### src/rtl/record_arbiter.sv
// Round-robin arbiter between two record requesters; serves one record at a time
// and presents x + y of the served record with its source id to a single consumer.
package record_arbiter_pkg;
   typedef struct packed {
      logic signed [31:0] x;
      logic        [31:0] y;
   } record_t;
endpackage

module record_arbiter
   import record_arbiter_pkg::*;
#(
   parameter int unsigned CNT_W = 16
) (
   input  logic             clk,
   input  logic             rst,
   input  record_t          a_in,
   input  logic             a_in_sync,
   output logic             a_in_notify,
   input  record_t          b_in,
   input  logic             b_in_sync,
   output logic             b_in_notify,
   output logic [31:0]      res_out,
   output logic             res_id,
   input  logic             res_out_sync,
   output logic             res_out_notify,
   output logic [CNT_W-1:0] a_cnt,
   output logic [CNT_W-1:0] b_cnt
);

   typedef enum logic [1:0] {
      POLL_A,
      POLL_B,
      SEND
   } state_t;

   state_t state;

   // Notifies are registered alongside the state, so a transfer is simply notify && sync.
   always_ff @(posedge clk or negedge rst) begin
      if (!rst) begin
         state          <= POLL_A;
         a_in_notify    <= 1'b1;
         b_in_notify    <= 1'b0;
         res_out_notify <= 1'b0;
         res_out        <= '0;
         res_id         <= 1'b0;
         a_cnt          <= '0;
         b_cnt          <= '0;
      end else begin
         case (state)
            POLL_A: begin
               a_in_notify <= 1'b0;
               if (a_in_notify && a_in_sync) begin
                  res_out        <= unsigned'(a_in.x) + a_in.y;
                  res_id         <= 1'b0;
                  res_out_notify <= 1'b1;
                  if (a_cnt != '1) a_cnt <= a_cnt + CNT_W'(1);
                  state          <= SEND;
               end else begin
                  b_in_notify <= 1'b1;
                  state       <= POLL_B;
               end
            end
            POLL_B: begin
               b_in_notify <= 1'b0;
               if (b_in_notify && b_in_sync) begin
                  res_out        <= unsigned'(b_in.x) + b_in.y;
                  res_id         <= 1'b1;
                  res_out_notify <= 1'b1;
                  if (b_cnt != '1) b_cnt <= b_cnt + CNT_W'(1);
                  state          <= SEND;
               end else begin
                  a_in_notify <= 1'b1;
                  state       <= POLL_A;
               end
            end
            SEND: begin
               // Hand the next poll to the requester that was not just served.
               if (res_out_notify && res_out_sync) begin
                  res_out_notify <= 1'b0;
                  if (res_id) begin
                     a_in_notify <= 1'b1;
                     state       <= POLL_A;
                  end else begin
                     b_in_notify <= 1'b1;
                     state       <= POLL_B;
                  end
               end
            end
            default: begin
               state          <= POLL_A;
               a_in_notify    <= 1'b1;
               b_in_notify    <= 1'b0;
               res_out_notify <= 1'b0;
            end
         endcase
      end
   end

endmodule
### config.mk
export PLATFORM = sky130hd
export DESIGN_NAME = record_arbiter
export DESIGN_NICKNAME = d
export VERILOG_FILES = /design/src/rtl/record_arbiter.sv
export SDC_FILE = /design/constraint.sdc
export NUM_CORES = 1
export LEC_CHECK = 0
export BUFFER_PORTS_ARGS = -buffer_cell sky130_fd_sc_hd__clkbuf_2
export CELL_PAD_IN_SITES_DETAIL_PLACEMENT = 0
export CELL_PAD_IN_SITES_GLOBAL_PLACEMENT = 1
export CORE_MARGIN = 8
export CORE_UTILIZATION = 38
export DETAILED_ROUTE_END_ITERATION = 6
export PLACE_DENSITY_LB_ADDON = 0.1
export SYNTH_ARGS = -nofsm -noshare
export SYNTH_HDL_FRONTEND = slang
export SYNTH_SLANG_ARGS = --single-unit
### constraint.sdc
create_clock -name clk -period 2.6 [get_ports clk]
set_input_delay 0.78 -clock clk [delete_from_list [all_inputs] [get_ports clk]]
set_output_delay 0.78 -clock clk [all_outputs]
set_load 0.03 [all_outputs]
* After elaboration in Yosys (flattened, before gate mapping)
Cells that the tools add are included.
Word-level totals: register bits 70, input port bits 133, output and inout port bits 68, word-level logic and storage cells 56
Cells by class: add/sub/neg operators 4, equal/unequal tests 11, mux-type cells 22, reductions and logical operators 11
Operators by type and width (count):
- $add A32 B32 Y32 | 2
- $mux W32 | 2
- $pmux W32 S2 | 1
- $add A16 B1 Y16 const B | 2
- $ne A16 B16 Y1 const B | 2
- $reduce_and A3 Y1 | 6
- $ne A2 B2 Y1 const B | 7
- $mux W1 | 11
- $mux W2 | 3
- $pmux W1 S3 | 2
- $pmux W2 S3 | 1
- $pmux W1 S2 | 2
- $logic_and A1 B1 Y1 | 3
- $eq A2 B1 Y1 const B | 1
- $eq A2 B2 Y1 const B | 1
- $logic_not A2 Y1 | 1
- $reduce_bool A2 Y1 | 1

* Depth between registers and ports, before layout
Gate-level depths: netlist of run 1.
word-level depth 3, mapped depth 11, gate-level depth less buffers 11

* Worst setup path before layout of run 1
No wires, ideal clock.
path kind input port to flip-flop, start point input port a_in[0] (netlist bit), end point register res_out[28], arrival 3.412 ns, path slack -0.916 ns, cell stages on the path 11, path buffers 0, cell sequence ha_1 > fa_1 > a21o_1 > a311o_1 > a2111oi_2 > o211ai_1 > a311oi_1 > o21ai_1 > a21oi_1 > xor2_1 > a221oi_1
On the way: word-level cells in the longest chain between the ends 3
Ends and longest elaborated chain:
- from (decl) | line 17 | input record_t a_in,
- $add A32 B32 Y32 | line 55 | res_out <= unsigned'(a_in.x) + a_in.y;
- $mux W32 | line 54 | if (a_in_notify && a_in_sync) begin
- $pmux W32 S2 | line 51 | case (state)
- to (signal assigned) | line 55
- to (signal assigned) | line 68 | res_out <= unsigned'(b_in.x) + b_in.y;
- to (decl) | line 23 | output logic [31:0] res_out,
Every way passes these cells. The select of a mux whose other input is x is not followed. A chain may end at the register's enable or synchronous reset.

* Worst setup path in the final report of run 1
Same ends and word-level chain as after synthesis.

==> qor.txt, run 1 <==
Crit path cell chain - buf_6 -> ha_4 -> fa_2 -> a21o_1 -> a311o_1 -> a2111oi_4 -> o211ai_1 -> a311oi_2 -> o21ai_1 -> a21oi_1 -> xor2_1 -> a221oi_1
CTS Buf Count - 9
Critical Path Source Type - input port
Detailed Route Iter0 Violations - 270
Multi-input gate area - 4990 um2
Hold WS - 0.406 ns
Psw - 3.04 mW
Cell depth of the worst flop-to-flop path - 9
Vias per cell - 5.18
Max_cap viols - 0
Fin cells - 1323
Failing checks - setup timing
Number of synthesized flops with an enable pin - 0
TritonCTS clock tree - yes
Die height - 144 um
Final hold vios - 0
Fillers - 1527
I/O pins - 201
PD cells - 706 nW/um2
Storage cell area - 1750 um2
Commonest non-fill, non-tap cells in the layout - clkbuf_2 (191), buf_4 (159), dfrtp_1 (69)
CP Capture Type - flip-flop
Synth top area share - 27.6%
Number of port buffers - 200
Max Root-Sink Buffers - 2
Die area - 20800 um2
Setup WS post-layout - -0.625 ns
Cell Area, Synth - 6250 um2
Switching share of power - 43.8%
Tcrit/Tclk final - 124%
Max VDD drop - 0.000567 V
Slowest CP cell - fa_2
Fmax - 0.310 GHz
Ys flop type - dfrtp_1
CP startpoint - a_in[0]
Max Slew Vio Count - 0
Dpl ws - -1.09 ns
Register area share after synthesis - 28.1%
Cells after DPL - 1287
Final min period - 3.22 ns
Crit path max fanout - 3
Largest cells by area after synthesis - dfrtp_1 (28%), ha_1 (13%), xnor2_1 (7.2%)
N_diodes - 0
Tightest Hold Check Type - input port to async pin
Mean Syn Cell Area - 8.44 um2
Antenna Violating Nets Remaining - 0
Vias - 6848
Clock slew at reported path FFs - 0.06 ns
Setup TNS - -4.71 ns
Status - finished with violations
Htree depth - 3
Area growth syn-to-layout - 57.2%
CTS Hold Buffers Added - 0
Reg2reg start - state[0]$_DFFE_PN0N_
Initial antenna violation count - 0
Core Footprint - 16300 um2
Critical Path AT - 3.46 ns
Die Wd - 144 um
Via count of the first global-routing pass - 6923
CP max stage delay - 0.37 ns
Net count after synthesis - 939
Total iterations of the first detailed-routing run - 4
Synth unique cells - 65
Int Pwr - 3.90 mW
Nets - 1298
Largest net degree at the start of global routing - 45
Fin util - 60.1%
Slew HR - 52.5%
Root Buffer - clkbuf_16
Overall Power - 6.93 mW
Initial Util - 38.2%
Post-DP HPWL - 17.4 mm
Synthesized flop and latch total - 70
Num Clock Sinks - 70
Global placer's final weighted congestion - 0.871
Total grt overflow - 0
Post-route cell area - 9820 um2
Final setup fails - 17
Worst Path Class, Setup - input port to flip-flop
Synth Warn # - 0
Clock share of power - 20.1%
Ys async rst share - 100%
Post-route DRC - 0
Worst path required time - 2.84 ns
Share of power burned in combinational logic - 54.1%
Leak Pwr - 4.77 nW
Reg power frac - 25.8%
Unrepaired setup endpoints after global routing - yes
Clock latency on the worst-skew pair - 0.34 ns
Synth area leader - dfrtp_1
GR Util All Layers - 20.0%
Drt wl/cell - 16.3 um
First-pass GRT wire length - 33.4 mm
Worst slew pin tran - 0.709 ns
Routed WL - 21.6 mm
Syn Inst Count - 740
Final worst clock skew - 0.00688 ns
Layout cells sized above 1 - 44.2%
# rows - 47
DP Area - 8840 um2
Commonest non-fill, non-tap cell in the layout - clkbuf_2
-- path summary, 6_finish.rpt --
path                                           endpoint  slack (ns)
min in group clk                   a_cnt[6]$_DFFE_PN0P_        0.49
max in group asynchronous        res_out[8]$_DFFE_PN0P_        1.62
worst max-delay path            res_out[28]$_DFFE_PN0P_       -0.62
worst max register to register   res_out[8]$_DFFE_PN0P_        0.25
worst min register to register     a_cnt[6]$_DFFE_PN0P_        0.49
worst min-delay path               a_cnt[7]$_DFFE_PN0P_        0.41
-- cells in the mapped netlist (all sizes together) (3+ instances only) --
cell type	instances
and3	14
xnor2	51
xor2	32
o22ai	11
nor3	9
and4	4
dfrtp	69
o21a	5
a22oi	4
a41oi	3
a2111oi	3
o211ai	10
nor2	69
o21ai	39
a21o	35
nor4	3
nand4	15
a31oi	9
a221oi	6
o21bai	6
a311oi	4
nand3	32
a211oi	3
nor2b	8
inv	18
nand2b	8
a21oi	82
clkbuf	21
nand2	66
ha	64
or3	7
-- power by group through the flow --
| stage | Sequential, mW | Clock (mW) | Combinational [mW] |
|---|---|---|---|
| floorplan | 2.37 | 0 | 1.59 |
| global placement | 1.78 | 0 | 3.47 |
| detailed placement | 1.80 | 0 | 3.52 |
| CTS | 1.78 | 1.43 | 3.62 |
| global route | 1.83 | 1.48 | 4.06 |
| finish | 1.79 | 1.39 | 3.75 |
-- registers in the layout, indices dropped and copies added (netlist names) --
name / flops
res_out: 32
a_cnt: 16
b_cnt: 16
state: 2
a_in_notify: 1
b_in_notify: 1
res_id: 1
res_out_notify: 1
-- metal layers --
| layer | wire length (um) | global-route usage (%) |
|---|---|---|
| met2 | 10600 | 34.0 |
| met4 | 318 | 5.91 |
| met3 | 1050 | 3.00 |
| met5 | 0 | 0 |
| met1 | 9650 | 25.7 |
-- layout make-up --
class / instances / area share [%]
Tap cell: 220 / 2.80
Clock inverter: 6 / 1.13
Multi-Input combinational cell: 629 / 50.8
Sequential cell: 70 / 17.8
Inverter: 18 / 0.688
Timing Repair Buffer: 371 / 24.4
Clock buffer: 9 / 2.29
-- logic make-up after synthesis --
| kind of cell | count (synthesis) | share of synthesized area (%) |
|---|---|---|
| compound gates | 237 | 25.2 |
| mux | 3 | 0.521 |
| xor+xnor | 83 | 11.6 |
| simple gates | 240 | 18.1 |
| fa+ha+maj | 66 | 13.5 |
| buf+inv | 41 | 3.08 |
| flops | 70 | 28.1 |
-- repair_timing --
action / CTS / global route
setup buffers: 12 / 13
gates resized for setup: 28 / 70
gates cloned: 0 / 0
setup endpoints to repair: 17 / 22
endpoints found under the hold margin: 0 / 0
pin swaps: 40 / 44
-- critical path: cells and delay by family --
kind / cells / cell delay, ns
AOI/OAI and AO/OA: 8 / 1.96
buffers and inverters: 1 / 0.10
adders and majority gates: 2 / 0.52
xor gates and xnor gates: 1 / 0.09
(Power assumes the default switching activity.)
==> run 2, diff against run 1 <==
Settings changed: CORE_MARGIN 8 to 2.
==> run 2 against run 1 <==
Compared with the run above: the flow still finishes with violations (setup timing); fmax is 0.91% higher; sequential share of layout area grew 0.12 points; register-to-register slack hardly changed; worst setup slack better by 0.029 ns; first-iteration DRC count is 6.7% higher; die area decreased by 16%; via count shrank 0.38%; final cell count down 0.23%; non-clock buffer count is the same; largest power group unchanged.
==> qor.txt, run 2 (same netlist as run 1, synthesis figures left out) <==
Htree depth - 3
Status - finished with violations
Failing checks - setup timing
Global placer's final weighted congestion - 0.899
Critical Path AT - 3.43 ns
Detailed Route Iter0 Violations - 288
Post-route cell area - 9750 um2
Final worst clock skew - 0.00495 ns
Worst Path Class, Setup - input port to flip-flop
Drt wl/cell - 15.5 um
Die area - 17500 um2
Crit path max fanout - 2
Core Footprint - 16000 um2
Fmax - 0.313 GHz
Die Wd - 132 um
GR Util All Layers - 23.2%
WL met3 - 1.01 mm
Fin cells - 1320
Max Slew Vio Count - 0
CTS Hold Buffers Added - 0
Total iterations of the first detailed-routing run - 5
Max Root-Sink Buffers - 2
Die height - 132 um
Antenna Violating Nets Remaining - 0
Vias - 6822
Area growth syn-to-layout - 56.1%
Final hold vios - 0
Met1 wire length - 9.18 mm
Largest net degree at the start of global routing - 45
Top layer in use - met4
Fin util - 61.0%
Commonest non-fill, non-tap cell in the layout - clkbuf_2
Num Clock Sinks - 70
Clock slew at reported path FFs - 0.06 ns
Multi-input gate area - 4950 um2
First-pass GRT wire length - 33.4 mm
Tcrit/Tclk final - 123%
Fillers - 1478
Unrepaired setup endpoints after global routing - yes
Slew HR - 49.5%
Largest Register - res_out
N_diodes - 0
Largest register FFs - 32
Initial antenna violation count - 1
Biggest regs - res_out: 32 flops, a_cnt: 16 flops, b_cnt: 16 flops
# rows - 46
Met2 wire length - 9.84 mm
Final min period - 3.20 ns
R2r endpoint - res_out[8]$_DFFE_PN0P_
CP Capture Type - flip-flop
CTS Buf Count - 9
PD cells - 698 nW/um2
Number of port buffers - 200
Post-route DRC - 0
Post-DP HPWL - 16.2 mm
Initial Util - 39.0%
Reg2reg start - state[0]$_DFFE_PN0N_
Final setup fails - 18
FF-to-FF setup slack - 0.26 ns
Worst slew pin tran - 0.755 ns
Hold WS - 0.398 ns
DP Area - 8860 um2
Total grt overflow - 0
Max VDD drop - 0.000372 V
Via count of the first global-routing pass - 6960
Nets - 1298
Max_cap viols - 0
Routed WL - 20.5 mm
Leak Pwr - 4.77 nW
Layout cells sized above 1 - 43.6%
Storage cell area - 1750 um2
Root Buffer - clkbuf_16
Clock latency on the worst-skew pair - 0.34 ns
TritonCTS clock tree - yes
Worst path required time - 2.84 ns
Tightest Hold Check Type - input port to async pin
I/O pins - 201
Critical Path Source Type - input port
Commonest non-fill, non-tap cells in the layout - clkbuf_2 (193), buf_4 (158), a21oi_1 (70)
Cells after DPL - 1287
Vias per cell - 5.17
Setup WS post-layout - -0.596 ns
Overall Power - 6.81 mW
Cell depth of the worst flop-to-flop path - 9
## run 2: cell count changes in the layout (fill, tap and decap cells not counted), sizes merged
cell | before | now
bufinv | 3 | 2
clkinv | 2 | 3
clkbuf | 200 | 203
buf | 180 | 178
## run 2: cell type report
type / count / share of cell area (%)
Multi-Input combinational cell: 629 / 50.7
Timing Repair Buffer: 371 / 24.6
Sequential cell: 70 / 18.0
Tap cell: 216 / 2.77
Clock buffer: 10 / 2.35
Clock inverter: 6 / 0.885
Inverter: 18 / 0.693
## run 2: repair_timing
item	in CTS	in global routing
gates resized for setup	36	49
setup buffers	11	10
endpoints found under the setup margin	18	22
pin swaps	45	23
## run 2: how the worst max path moves through the flow
stage          slack, ns                       to  cells after the start  startpoint
2_1_floorplan      -0.67  res_out[28]$_DFFE_PN0P_                     11     a_in[0]
3_3_place_gp       -0.97  res_out[28]$_DFFE_PN0P_                     12     a_in[0]
3_5_place_dp       -1.04  res_out[28]$_DFFE_PN0P_                     12     a_in[0]
4_1_cts            -0.55  res_out[28]$_DFFE_PN0P_                     12     a_in[0]
5_1_grt            -0.75  res_out[28]$_DFFE_PN0P_                     12     a_in[0]
6_report           -0.60  res_out[30]$_DFFE_PN0P_                     13     a_in[0]
## run 2: report_power, final
| part | switching, mW | internal, mW |
|---|---|---|
| clock network | 0.478 | 0.838 |
| logic | 2.23 | 1.50 |
| registers | 0.307 | 1.46 |
## run 2: layer usage
metal / global-route usage, % / vias to the layer above
met1: 29.7 / 3164
met2: 39.4 / 184
met3: 3.69 / 32
li1: - / 3442
met4: 8.60 / 0
met5: 0 / -
## run 2: critical path, cell delays in order
cell	delay, ns
buf_6	0.10
ha_4	0.15
fa_2	0.35
a21o_1	0.19
a311o_1	0.34
buf_6	0.16
a2111oi_4	0.32
o21a_1	0.19
o31a_1	0.19
o21ai_2	0.08
a31oi_1	0.20
xor2_1	0.10
a221oi_1	0.26
## run 2: through the flow
step / setup TNS [ns] / setup slack (ns)
final: -4.83 / -0.596
after global routing: -7.19 / -0.752
after CTS: -4.19 / -0.553
after detailed placement: -13.66 / -1.04
after global placement: -12.63 / -0.971
after floorplan: -5.03 / -0.671
